### config.mk
export PLATFORM = sky130hd
export DESIGN_NAME = subtree_rr_arbiter
export DESIGN_NICKNAME = d
export VERILOG_FILES = /design/src/rtl/subtree_arb_pkg.sv /design/src/rtl/subtree_rr_arbiter_rr_pick.sv /design/src/rtl/subtree_rr_arbiter.sv
export SDC_FILE = /design/constraint.sdc
export NUM_CORES = 1
export LEC_CHECK = 0
export BUFFER_PORTS_ARGS = -buffer_cell sky130_fd_sc_hd__buf_2
export CAP_MARGIN = 10
export CORE_ASPECT_RATIO = 0.75
export CORE_MARGIN = 4
export CORE_UTILIZATION = 35
export CTS_CLUSTER_DIAMETER = 60
export CTS_CLUSTER_SIZE = 10
export DETAILED_ROUTE_END_ITERATION = 7
export SLEW_MARGIN = 20
export SYNTH_ARGS = -nofsm -noshare
export SYNTH_HDL_FRONTEND = slang
export SYNTH_SLANG_ARGS = --single-unit
### constraint.sdc
create_clock -name clk -period 6.55 [get_ports clk]
set_input_delay 0.3275 -clock clk [delete_from_list [all_inputs] [get_ports clk]]
set_output_delay 0.3275 -clock clk [all_outputs]
set_load 0.01 [all_outputs]
### src/rtl/subtree_arb_pkg.sv
// Shared definitions for the subtree round-robin arbiter.
//   arb_state_e   : arbiter FSM state encoding
//   NUM_REQ_DEF   : default number of sibling requesters
//   HOLD_MAX_DEF  : default maximum grant hold time in cycles
//   wrap_add()    : modular add used by the rotating priority scan
package subtree_arb_pkg;

    localparam int NUM_REQ_DEF  = 10;
    localparam int HOLD_MAX_DEF = 16;

    typedef enum logic [1:0] {
        ST_IDLE = 2'd0,
        ST_OWN  = 2'd1,
        ST_GAP  = 2'd2
    } arb_state_e;

    function automatic int wrap_add(input int base, input int off, input int n);
        int s;
        s = base + off;
        return (s >= n) ? (s - n) : s;
    endfunction

endpackage

### src/rtl/subtree_rr_arbiter_rr_pick.sv
// Rotating-priority selector (purely combinational).
//   req_i    : request vector
//   ptr_i    : index with highest priority this round
//   onehot_o : one-hot of the first set request at or above ptr_i (wrapping)
//   idx_o    : index of that request; 0 when req_i is all zero
module rr_pick
    import subtree_arb_pkg::*;
#(
    parameter int NUM_REQ = NUM_REQ_DEF,
    localparam int IDX_W  = $clog2(NUM_REQ)
) (
    input  logic [NUM_REQ-1:0] req_i,
    input  logic [IDX_W-1:0]   ptr_i,
    output logic [NUM_REQ-1:0] onehot_o,
    output logic [IDX_W-1:0]   idx_o
);

    logic found;
    int   k;

    always_comb begin
        onehot_o = '0;
        idx_o    = '0;
        found    = 1'b0;
        k        = 0;
        for (int i = 0; i < NUM_REQ; i++) begin
            k = wrap_add(int'(ptr_i), i, NUM_REQ);
            if (!found && req_i[IDX_W'(k)]) begin
                found                 = 1'b1;
                onehot_o[IDX_W'(k)]   = 1'b1;
                idx_o                 = IDX_W'(k);
            end
        end
    end

endmodule

### src/rtl/subtree_rr_arbiter.sv
// Round-robin arbiter sharing one resource among sibling sub-instances.
//   clk       : clock, rising edge
//   rst_n     : synchronous active-low reset
//   req       : level request per requester
//   rel       : release strobe per requester (only the owner's bit matters)
//   gnt       : registered one-hot grant (or zero)
//   gnt_valid : OR of gnt
//   gnt_idx   : owner index, 0 when no grant
//   timeout   : one-cycle pulse when the owner is revoked after HOLD_MAX cycles
//   grant_cnt : saturating count of grants issued
//
// state   | meaning
// --------+-----------------------------------------------------------
// ST_IDLE | no owner, arbitrate on any request
// ST_OWN  | grant held by idx_q, hold counter running
// ST_GAP  | one dead cycle after an owner leaves, then arbitrate
module subtree_rr_arbiter
    import subtree_arb_pkg::*;
#(
    parameter int NUM_REQ  = NUM_REQ_DEF,
    parameter int HOLD_MAX = HOLD_MAX_DEF,
    localparam int IDX_W   = $clog2(NUM_REQ)
) (
    input  logic               clk,
    input  logic               rst_n,
    input  logic [NUM_REQ-1:0] req,
    input  logic [NUM_REQ-1:0] rel,
    output logic [NUM_REQ-1:0] gnt,
    output logic               gnt_valid,
    output logic [IDX_W-1:0]   gnt_idx,
    output logic               timeout,
    output logic [15:0]        grant_cnt
);

    localparam int HOLD_W = $clog2(HOLD_MAX + 1);

    arb_state_e           state_q, state_d;
    logic [IDX_W-1:0]     ptr_q, ptr_d;
    logic [IDX_W-1:0]     idx_q, idx_d;
    logic [HOLD_W-1:0]    hold_q, hold_d;
    logic [NUM_REQ-1:0]   gnt_q, gnt_d;
    logic                 timeout_q, timeout_d;
    logic [15:0]          grant_cnt_q, grant_cnt_d;

    logic [NUM_REQ-1:0]   pick_onehot;
    logic [IDX_W-1:0]     pick_idx;
    logic                 owner_leaves;

    rr_pick #(.NUM_REQ(NUM_REQ)) u_pick (
        .req_i    (req),
        .ptr_i    (ptr_q),
        .onehot_o (pick_onehot),
        .idx_o    (pick_idx)
    );

    // Owner gives up either by strobing rel or by dropping its request.
    assign owner_leaves = rel[idx_q] | ~req[idx_q];

    always_comb begin
        state_d     = state_q;
        ptr_d       = ptr_q;
        idx_d       = idx_q;
        hold_d      = hold_q;
        gnt_d       = gnt_q;
        timeout_d   = 1'b0;
        grant_cnt_d = grant_cnt_q;
        case (state_q)
            ST_IDLE, ST_GAP: begin
                if (|req) begin
                    state_d = ST_OWN;
                    gnt_d   = pick_onehot;
                    idx_d   = pick_idx;
                    hold_d  = HOLD_W'(1);
                    if (grant_cnt_q != 16'hFFFF)
                        grant_cnt_d = grant_cnt_q + 16'd1;
                end else begin
                    state_d = ST_IDLE;
                    gnt_d   = '0;
                    idx_d   = '0;
                    hold_d  = '0;
                end
            end
            ST_OWN: begin
                if (owner_leaves || hold_q == HOLD_W'(HOLD_MAX)) begin
                    state_d   = ST_GAP;
                    gnt_d     = '0;
                    idx_d     = '0;
                    hold_d    = '0;
                    ptr_d     = (idx_q == IDX_W'(NUM_REQ - 1)) ? '0 : idx_q + IDX_W'(1);
                    // A release in the same cycle as expiry is a normal exit.
                    timeout_d = ~owner_leaves;
                end else begin
                    hold_d = hold_q + HOLD_W'(1);
                end
            end
            default: begin
                state_d = ST_IDLE;
                gnt_d   = '0;
                idx_d   = '0;
                hold_d  = '0;
            end
        endcase
    end

    always_ff @(posedge clk) begin
        if (!rst_n) begin
            state_q     <= ST_IDLE;
            ptr_q       <= '0;
            idx_q       <= '0;
            hold_q      <= '0;
            gnt_q       <= '0;
            timeout_q   <= 1'b0;
            grant_cnt_q <= '0;
        end else begin
            state_q     <= state_d;
            ptr_q       <= ptr_d;
            idx_q       <= idx_d;
            hold_q      <= hold_d;
            gnt_q       <= gnt_d;
            timeout_q   <= timeout_d;
            grant_cnt_q <= grant_cnt_d;
        end
    end

    assign gnt       = gnt_q;
    assign gnt_valid = |gnt_q;
    assign gnt_idx   = idx_q;
    assign timeout   = timeout_q;
    assign grant_cnt = grant_cnt_q;

endmodule

==> results.toml <==
[status]
status = "finished, final reports clean"

[clocking]
postCtsSetupBuffers = 0
cts_buffer_depth = 2
cts_tree = "done"
ctsHtreeMaxLevel = 2
cts_sinks = 42
path_clk_slew_ns = 0.06
cts_resized = 0
clk_latency_ns = 0.29
numCtsBuffers = 5
cts-root-buf = "clkbuf_16"
cts_hold_buf = 0

[yosys]
synth.top_cell.area_share_pct = 15.41
synthTopCellsByArea = "dfxtp_1 15%, nor2_1 5.7%, ha_1 5.5%, nand2_1 4.7%, mux2i_1 4.6%"
ys_async_sr_fraction_pct = 0
yosys_most_used_dff = "dfxtp_1"
ys_warn_count = 0
ys_seq_elements = 42
syn_area_um2 = 5455
synth_edf_count = 0
yosysTopAreaCell = "dfxtp_1"
ys_types = 99
syn_area_per_cell_um2 = 7.313
yosysSeqAreaShare_pct = 15.41
syn_nets = 793
synthCells = 746

[place]
port_buffers = 53
place.gp.congestion = 1.036
place_inst = 978
dp.final_hpwl_um = 15460

[final_layout]
seq_area_um2 = 842.1
final_core_util_pct = 39.30
multi_input_area_um2 = 4309
fin_cells = 986
mostFrequentLayoutCells = "83 x nor2_1, 68 x nand2_1, 53 x buf_2, 41 x dfxtp_1, 40 x o21ai_0"
final_common_cell = "nor2_1"
diodes = 0
layout-drive-gt1-share_pct = 15.24
fillers = 1605
nNetsFinal = 827
area_growth_pct = 10.02

[setup_path]
arrival_ns = 5.39
critPathSlowestCell = "or4_1"
worstSetupPathType = "reg2reg"
crit_family = "simple AND/OR/NAND/NOR gates"
crit_fanout = 29
critPathLaunchType = "flip-flop"
crit_path_end_kind = "flip-flop"
crit_chain = "buf_4 -> inv_1 -> ha_1 -> buf_4 -> inv_2 -> ha_1 -> nor2_1 -> o21ai_0 -> o22a_1 -> a2111o_1 -> o211a_4 -> and3_1 -> nand4_4 -> or4_1 -> nor4_1 -> a21oi_1 -> a32oi_1"
path_buf_inv = 4
critPathMaxStageDelay_ns = 0.76
cp.required_ns = 6.76

[global_route]
grt_pass1_vias = 5456
grt_overflow = 0
grt_pass1_wl_um = 30990
grt_max_degree = 43
antenna_found_initial = 0
track_usage_pct = 21.64

[sta]
fin_crit_ns = 5.180
fin_tns_setup_ns = 0
finalClockSkew_ns = 0.008913
slew_headroom_pct = 30.87
setup_viol = 0
fmax_mhz = 193.0
slew_violations = 0
worstMarginPinSlew_ns = 1.034
rsz0062_at_grt = "no"
post-route-period-util_pct = 79.09
hold_viol = 0

[die]
start_util_pct = 35.72
die_w_um = 152.2
io-pin-count = 54
core_area_um2 = 15270
rows = 39
die-area_um2 = 17670
die_y_um = 116.1

[pwr]
ir_worst_vdd_uv = 164.9
p_total_mw = 2.744
p_per_area_nw_per_um2 = 457.2
p_leak_nw = 2.343

[routing]
firstDrtPassIters = 5
wl_per_cell_um = 19.92
drt.antenna.violating_nets = 0
routed_wl_um = 19640
drt_iter0_drc = 709
drc = 0
vias = 6064
via_per_inst = 6.150

[flow_run]
drv_cap = 0

[hold_path]
holdCritPathClass = "in2reg"
## state kept, by name, summed over array words and instances (netlist names)
name       count
timeout        1
state_q        2
hold_q         5
ptr_q          4
gnt           10
grant_cnt     16
gnt_idx        4
## area by class of cell
type,count,share of cell area (%)
multi-input combinational,639,71.79
sequential,42,14.03
timing repair buffer,62,5.545
tap,205,4.274
clock buffer,5,2.085
inverter,30,1.876
clock inverter,3,0.3961
## worst reg2reg max path, delay by kind of cell (launching register included)
family / cells / cell delay [ns]
DFF: 1 / 0.31
and+or+nand+nor: 5 / 1.77
AOI/OAI and AO/OA: 6 / 1.14
buffers and inverters: 4 / 1.03
adders and majority gates: 2 / 0.85
## synthesized netlist by cell type, types with 8 or more instances
cell type   n
xor2_1     11
a211oi_1   16
o32ai_1     9
or3_1      11
nor4_1     11
nand2_1    68
buf_2      13
nor3_1     30
a21oi_1    36
and3_1     10
o211ai_1    9
nand2b_1   14
xnor2_1    17
a31oi_1     8
nand3_1    26
clkbuf_1   13
dfxtp_1    42
o21ai_0    40
nor2b_1     9
mux2i_1    25
o21ai_1    10
inv_1      24
nor2_1     83
ha_1       24
mux2_2      9
## cell families (layout without fill, tap and decap cells)
group                    Yosys count  count (layout)  synth area share (%)
multiplexers                      39              39                 7.890
XOR/XNOR                          31              31                 5.390
AND/OR/NAND/NOR                  322             322                 30.64
flip-flops                        42              42                 15.41
adder cells (fa/ha/maj)           25              25                 5.872
buffers and inverters             65             100                 5.596
AO/OA/AOI/OAI                    222             222                 29.20
## metrics by stage
step / setup WS (ns) / cell area, µm² / hold slack [ns]
5_1_grt: 1.042 / 6002 / 0.4364
6_report: 1.370 / 6002 / 0.4374
4_1_cts: 1.501 / 6002 / 0.4242
3_3_place_gp: 1.521 / 5853 / 0.4874
3_5_place_dp: 1.526 / 5853 / 0.4873
2_1_floorplan: 1.648 / 5455 / 0.4716
## worst paths after layout
kind / start / endpoint / slack (ns) / cells after the start
setup / recovery: ptr_q[1] / gnt[7] / 1.37 / 17
hold / removal: rst_n / gnt[1] / 0.44 / 3
setup reg to reg: ptr_q[1] / gnt[7] / 1.37 / 17
hold reg to reg: gnt[9] / gnt[9] / 0.50 / 1
## where the power goes
part,internal (mW),leakage [nW],switching (mW)
Combinational,0.745,1.94,1.40
Clock,0.142,0.0664,0.107
Sequential,0.296,0.342,0.0508
Total,1.18,2.34,1.56
## per-layer routing
metal  global-route usage [%]  vias to the layer above  share of wire [%]  routed length (µm)
li1                         -                     2869                  -                   -
met1                    32.82                     2806                 48                9356
met2                    29.50                      362                 38                7450
met3                    6.926                       27                 13                2498
met4                    4.671                        0                1.7                 332
met5                        0                        -                  0                   0
Note: power is estimated with default switching activity, not from simulation.
